<file path="config.mk">
export PLATFORM = sky130hd
export DESIGN_NAME = thread_sched
export DESIGN_NICKNAME = d
export VERILOG_FILES = /design/src/rtl/thread_sched.sv
export SDC_FILE = /design/constraint.sdc
export NUM_CORES = 1
export LEC_CHECK = 0
export CAP_MARGIN = 20
export CORE_AREA = 3 3 43 45
export DETAILED_ROUTE_END_ITERATION = 7
export DIE_AREA = 0 0 46 48
export PLACE_DENSITY = 0.75
export SYNTH_ARGS = -nofsm -noshare
export SYNTH_HDL_FRONTEND = slang
export SYNTH_SLANG_ARGS = --single-unit
</file>
<file path="constraint.sdc">
create_clock -name clk -period 1.87 [get_ports clk]
set_input_delay 0.2805 -clock clk [delete_from_list [all_inputs] [get_ports clk]]
set_output_delay 0.2805 -clock clk [all_outputs]
set_load 0.02 [all_outputs]
</file>
<file path="src/rtl/thread_sched.sv">
// Thread scheduler for the barrel pipeline front end.
// Keeps a per-thread active mask (spawn sets a bit, halt clears it). Each
// cycle it picks the thread whose PC is fetched next, either on fixed
// barrel slots or by skipping inactive threads.
module thread_sched #(
  parameter int                     NUM_THREADS   = 8,
  parameter logic [NUM_THREADS-1:0] RESET_MASK    = NUM_THREADS'(1),
  parameter bit                     STRICT_BARREL = 1'b1,
  localparam int                    BITS_THREADS  = $clog2(NUM_THREADS)
) (
  input  logic                    clk,
  input  logic                    rst,
  input  logic                    stall,
  input  logic                    start_valid,
  input  logic [BITS_THREADS-1:0] start_tid,
  input  logic                    halt_valid,
  input  logic [BITS_THREADS-1:0] halt_tid,
  output logic [BITS_THREADS-1:0] tid,
  output logic                    tid_valid,
  output logic [NUM_THREADS-1:0]  active_mask,
  output logic                    all_idle
);

  logic [NUM_THREADS-1:0]  next_mask;
  logic [BITS_THREADS-1:0] next_tid;
  logic                    next_valid;
  logic [BITS_THREADS-1:0] cand;
  logic                    found;

  // Mask update: halt clears first, then start sets, so a start wins on a
  // same-thread collision.
  always_comb begin
    // NOTE: every always_comb output gets a default up front so no path
    // leaves it unassigned and no latch is inferred.
    next_mask = active_mask;
    if (halt_valid) next_mask[halt_tid] = 1'b0;
    if (start_valid) next_mask[start_tid] = 1'b1;
  end

  // Next issue slot, chosen from the registered mask only (one cycle of
  // latency for start/halt).
  always_comb begin
    next_tid   = tid;
    next_valid = 1'b0;
    cand       = '0;
    found      = 1'b0;
    if (STRICT_BARREL) begin
      next_tid   = tid + BITS_THREADS'(1);
      next_valid = active_mask[next_tid];
    end else begin
      // Circular search from tid+1 around to tid itself; the final step
      // wraps back onto tid so a lone active thread reissues every cycle.
      for (int i = 1; i <= NUM_THREADS; i++) begin
        cand = tid + BITS_THREADS'(i);
        if (!found && active_mask[cand]) begin
          found    = 1'b1;
          next_tid = cand;
        end
      end
      next_valid = found;
    end
  end

  // State registers: mask always advances, issue slot holds under stall.
  always_ff @(posedge clk or negedge rst) begin
    // NOTE: sequential state uses non-blocking assignments only, so every
    // register samples pre-edge values regardless of statement order.
    if (!rst) begin
      active_mask <= RESET_MASK;
      tid         <= '1;
      tid_valid   <= 1'b0;
    end else begin
      active_mask <= next_mask;
      if (!stall) begin
        tid       <= next_tid;
        tid_valid <= next_valid;
      end
    end
  end

  // Idle flag reflects the registered mask, not the pending update.
  assign all_idle = (active_mask == '0);

endmodule
</file>
==> Word level (Yosys, flattened, before mapping) <==
Index checks and enable logic that the tools add are counted.
Widths: inputs -> output; s select.
{ "word_totals": {"regBits": 12, "latchBits": 0, "ramBits": 0, "romBits": 0, "in_bits": 11, "word_cells": 23, "memories": 0} }
{ "op_classes": {"n_addsub": 1, "multipliers": 0, "n_div": 0, "magnitude_cmp": 5, "eq_ne": 0, "n_shift": 0, "muxes": 8, "bitwise_logic": 3, "n_reduce_logical": 3} }
{ "op_table": {"columns": ["op", "count"], "rows": [
  ["$mux 8", 2],
  ["$lt 3x4->1 const B", 3],
  ["$and 8x8->8", 1],
  ["$logic_not 8->1", 1],
  ["$not 8->8", 1],
  ["$or 8x8->8", 1],
  ["$demux 1 s3", 2],
  ["$ge 3x1->1 const B", 2],
  ["$add 3x1->3 const B", 1],
  ["$bmux 1 s3", 1],
  ["$mux 1", 3],
  ["$logic_and 1x1->1", 2]
]} }

==> Depth between registers and ports, before layout <==
{ "depth": {"word_depth": 9, "mapped_depth": 5, "depth_no_buf": 5} }

==> Least setup slack after synthesis <==
No wires, ideal clock.
{ "synth_timing": {"path_type": "register to register", "from": "register tid[0]", "to": "register tid_valid", "arrival_time_ps": 1699, "slack_ps": 46, "path_stages_with_launch": 6, "path_buffers": 0, "synth_period_minus_slack_ps": 1824, "cell_sequence": "dfstp_2 > ha_1 > xor2_2 > mux2_2 > nor3_1 > o41ai_2"} }
{ "synth_via": {"elab_chain_cells": 3} }
{ "synth_lines": {"columns": ["element", "line", "text"], "rows": [
  ["start: declaration", "18", "output logic [BITS_THREADS-1:0] tid,"],
  ["start signal: assignment", "75", "tid <= next_tid;"],
  ["$add 3x1->3", null, null],
  ["$bmux 1 s3", null, null],
  ["$mux 1 (implied by the code)", "49", "next_valid = active_mask[next_tid];"],
  ["end signal: assignment", "76", "tid_valid <= next_valid;"],
  ["end: declaration", "19", "output logic tid_valid,"]
]} }
No other way between the ends. The select of a mux whose other input is x is not followed.
A chain may end at the register's enable or synchronous reset.

==> Final worst setup path <==
{ "layout_timing": {"from": "register tid[1]", "to": "register tid_valid"} }
The elaborated chain is that of the path after synthesis.

==> impl_metrics.py <==
metrics = {
    "synthesis": {
        "syn_inst": 58,
        "synth_area_leaders": "dfrtp_1 32%, dfstp_2 17%, o21ai_0 9.5%",
        "synth_top_area_frac": 0.3156,
        "avgSynthCellArea_um2": 10.94,
        "syn_area_um2": 634.4,
        "synthTopCellsByCount": "12 x o21ai_0, 8 x dfrtp_1, 7 x nand2b_1",
        "ys.flop_type": "dfrtp_1",
        "synth_warnings": 0,
        "synthesis.nets": 70,
        "synth_largest_area_cell": "dfrtp_1",
        "yosysMostFrequentCell": "o21ai_0",
        "ys_ff_latch": 12,
        "synthDistinctLibCells": 18,
        "synth_edf_count": 0,
        "ys_async_sr_fraction": 1.000,
        "ys_seq_area_frac": 0.4813,
    },
    "sta": {
        "worstMarginPinSlew_ns": 0.5157,
        "worst_slack_ns": 0.08116,
        "finClkSkew_ns": 0.004512,
        "period_share": 0.9566,
        "rsz0062_at_grt": "false",
        "slew_violations": 0,
        "fmax_ghz": 0.5590,
        "slew_headroom": 0.6551,
        "hold_slack_ns": 0.3449,
        "finalHoldViolCount": 0,
        "period_needed_ns": 1.789,
        "final-setup-viol-count": 0,
    },
    "placement": {
        "place.gp.congestion": 0.7863,
        "dpl.cell_count": 106,
        "place_ws_ns": -0.02061,
        "io_buffer_count": 23,
        "dp_hpwl_um": 1200,
        "dpl_cell_area_um2": 952.2,
    },
    "drt": {
        "vias_per_cell": 5.345,
        "totalWireLength_um": 1477,
        "drtAntennaViolNets": 0,
        "dr.first_iter.drc_count": 5,
        "drc": 0,
        "vias": 588,
        "avgRoutedWirePerCell_um": 13.43,
        "drt_first_pass_iters": 4,
    },
    "floorplan": {
        "die_w_um": 46,
        "die_h_um": 48,
        "coreArea_um2": 1506,
        "ioPinCount": 24,
        "initial_utilization": 0.4211,
        "row_count": 14,
        "die_area_um2": 2208,
    },
    "outcome": {
        "status": "finished clean",
    },
    "power_and_ir_drop": {
        "total_leakage_power_nw": 0.4096,
        "p_total_mw": 1.457,
        "p_per_area_nw_per_um2": 1458,
        "ir_worst_vdd_uv": 506.2,
    },
    "final_layout": {
        "n_antenna_cell": 0,
        "final_layout_size_suffix_gt1_frac": 0.2872,
        "design_area_um2": 999.7,
        "final_cells": 110,
        "nets": 107,
        "area_growth_pct": 57.59,
    },
    "setup_path": {
        "crit_path_end_kind": "register",
        "required_ns": 2.03,
        "startpoint_type": "register",
        "crit_type": "reg2reg",
        "cp_max_fo": 4,
        "worstPathArrival_ns": 1.95,
    },
    "cts": {
        "clk_latency_ns": 0.27,
        "clk_pin_slew_ns": 0.08,
        "holdBufCountCts": 0,
        "clock-sinks": 12,
        "cts_buffer_depth": 2,
        "cts_made_buffers": 3,
        "cts_setup_buffers": 0,
        "htreeDepth": 1,
        "root_buffer": "clkbuf_4",
        "cts_tree": "yes",
    },
    "min_path": {
        "hp-class": "in2async",
    },
    "global_route": {
        "grt-ovfl-total": 0,
        "track_usage": 0.1643,
        "grt_pass1_vias": 576,
        "antenna_found_initial": 0,
        "grt_pass1_wl_um": 2428,
        "grt_max_degree": 13,
    },
    "job": {
        "maxCapViolations": 0,
    },
}
## placed cells by master (no fill, tap or decap)
cell type,n
buf_4,9
mux2_4,1
or2b_1,1
xor2_4,1
o41ai_2,1
buf_2,1
dlymetal6s2s_1,1
nand2b_1,7
or4_1,2
nor2_1,1
nand2_1,6
clkdlybuf4s50_1,21
nor3_1,1
o22ai_1,1
ha_2,1
clkbuf_8,1
o31ai_1,4
nor3b_2,1
clkbuf_4,3
mux2_2,4
dfrtp_1,8
dfstp_2,4
xnor2_1,2
o21ai_0,12
## power by group
part / switching, mW / total (mW) / leakage (nW) / internal, mW
registers: 0.0587 / 0.426 / 0.137 / 0.368
clock network: 0.0884 / 0.207 / 0.0210 / 0.118
logic: 0.373 / 0.824 / 0.252 / 0.451
## layer usage
metal	wire length, um	global-route usage	up-vias
met5	0	0	-
met4	72	0.1591	0
met3	106	0.05639	8
met2	724	0.2720	22
met1	573	0.1574	269
li1	-	-	289
## per-stage QoR
step	TNS (ns)	util
finish	0	0.6636
global placement	-0.005656	0.6321
CTS	0	0.6570
global route	0	0.6636
floorplan	0	-
detailed placement	-0.02061	0.6321
## sequential cells by signal, summed over array words and instances (netlist names)
name / flops
tid: 3
active_mask: 8
tid_valid: 1
## final timing paths
kind	slack [ns]	cells past startpoint	to	start
hold / removal	0.34	1	active_mask[6]	rst
hold reg to reg	0.49	2	tid_valid	tid_valid
setup reg to reg	0.08	5	tid_valid	tid[1]
max in group asynchronous	1.16	1	active_mask[0]	rst
min in group clk	0.49	2	tid_valid	tid_valid
setup / recovery	0.08	5	tid_valid	tid[1]
## critical path, cell delays in order (launching register included)
cell and delay [ns]:
dfstp_2 0.55, ha_2 0.22, xor2_4 0.23, mux2_2 0.38
nor3_1 0.19, o41ai_2 0.10
## cell type report
cell class | count | area (um2)
Fill cell | 116 | 506.7
Multi-Input combinational cell | 46 | 342.8
Sequential cell | 12 | 305.3
Timing Repair Buffer | 32 | 295.3
Clock buffer | 4 | 36.28
Tap cell | 16 | 20.02
## cell families (layout without fill, tap and decap cells)
group / after synthesis / count (layout) / synth area share
AND/OR/NAND/NOR: 19 / 19 / 0.1735
multiplexers: 5 / 5 / 0.09466
flip-flops: 12 / 12 / 0.4813
XOR/XNOR: 3 / 3 / 0.05327
adder cells (fa/ha/maj): 1 / 1 / 0.01972
buffers and inverters: 0 / 36 / 0
AO/OA/AOI/OAI: 18 / 18 / 0.1775
## timing repair
action | CTS | global route
endpoints found under the setup margin | 1 | 3
resized for setup | 3 | 4
pin swaps | 0 | 1
(Power assumes the default switching activity.)
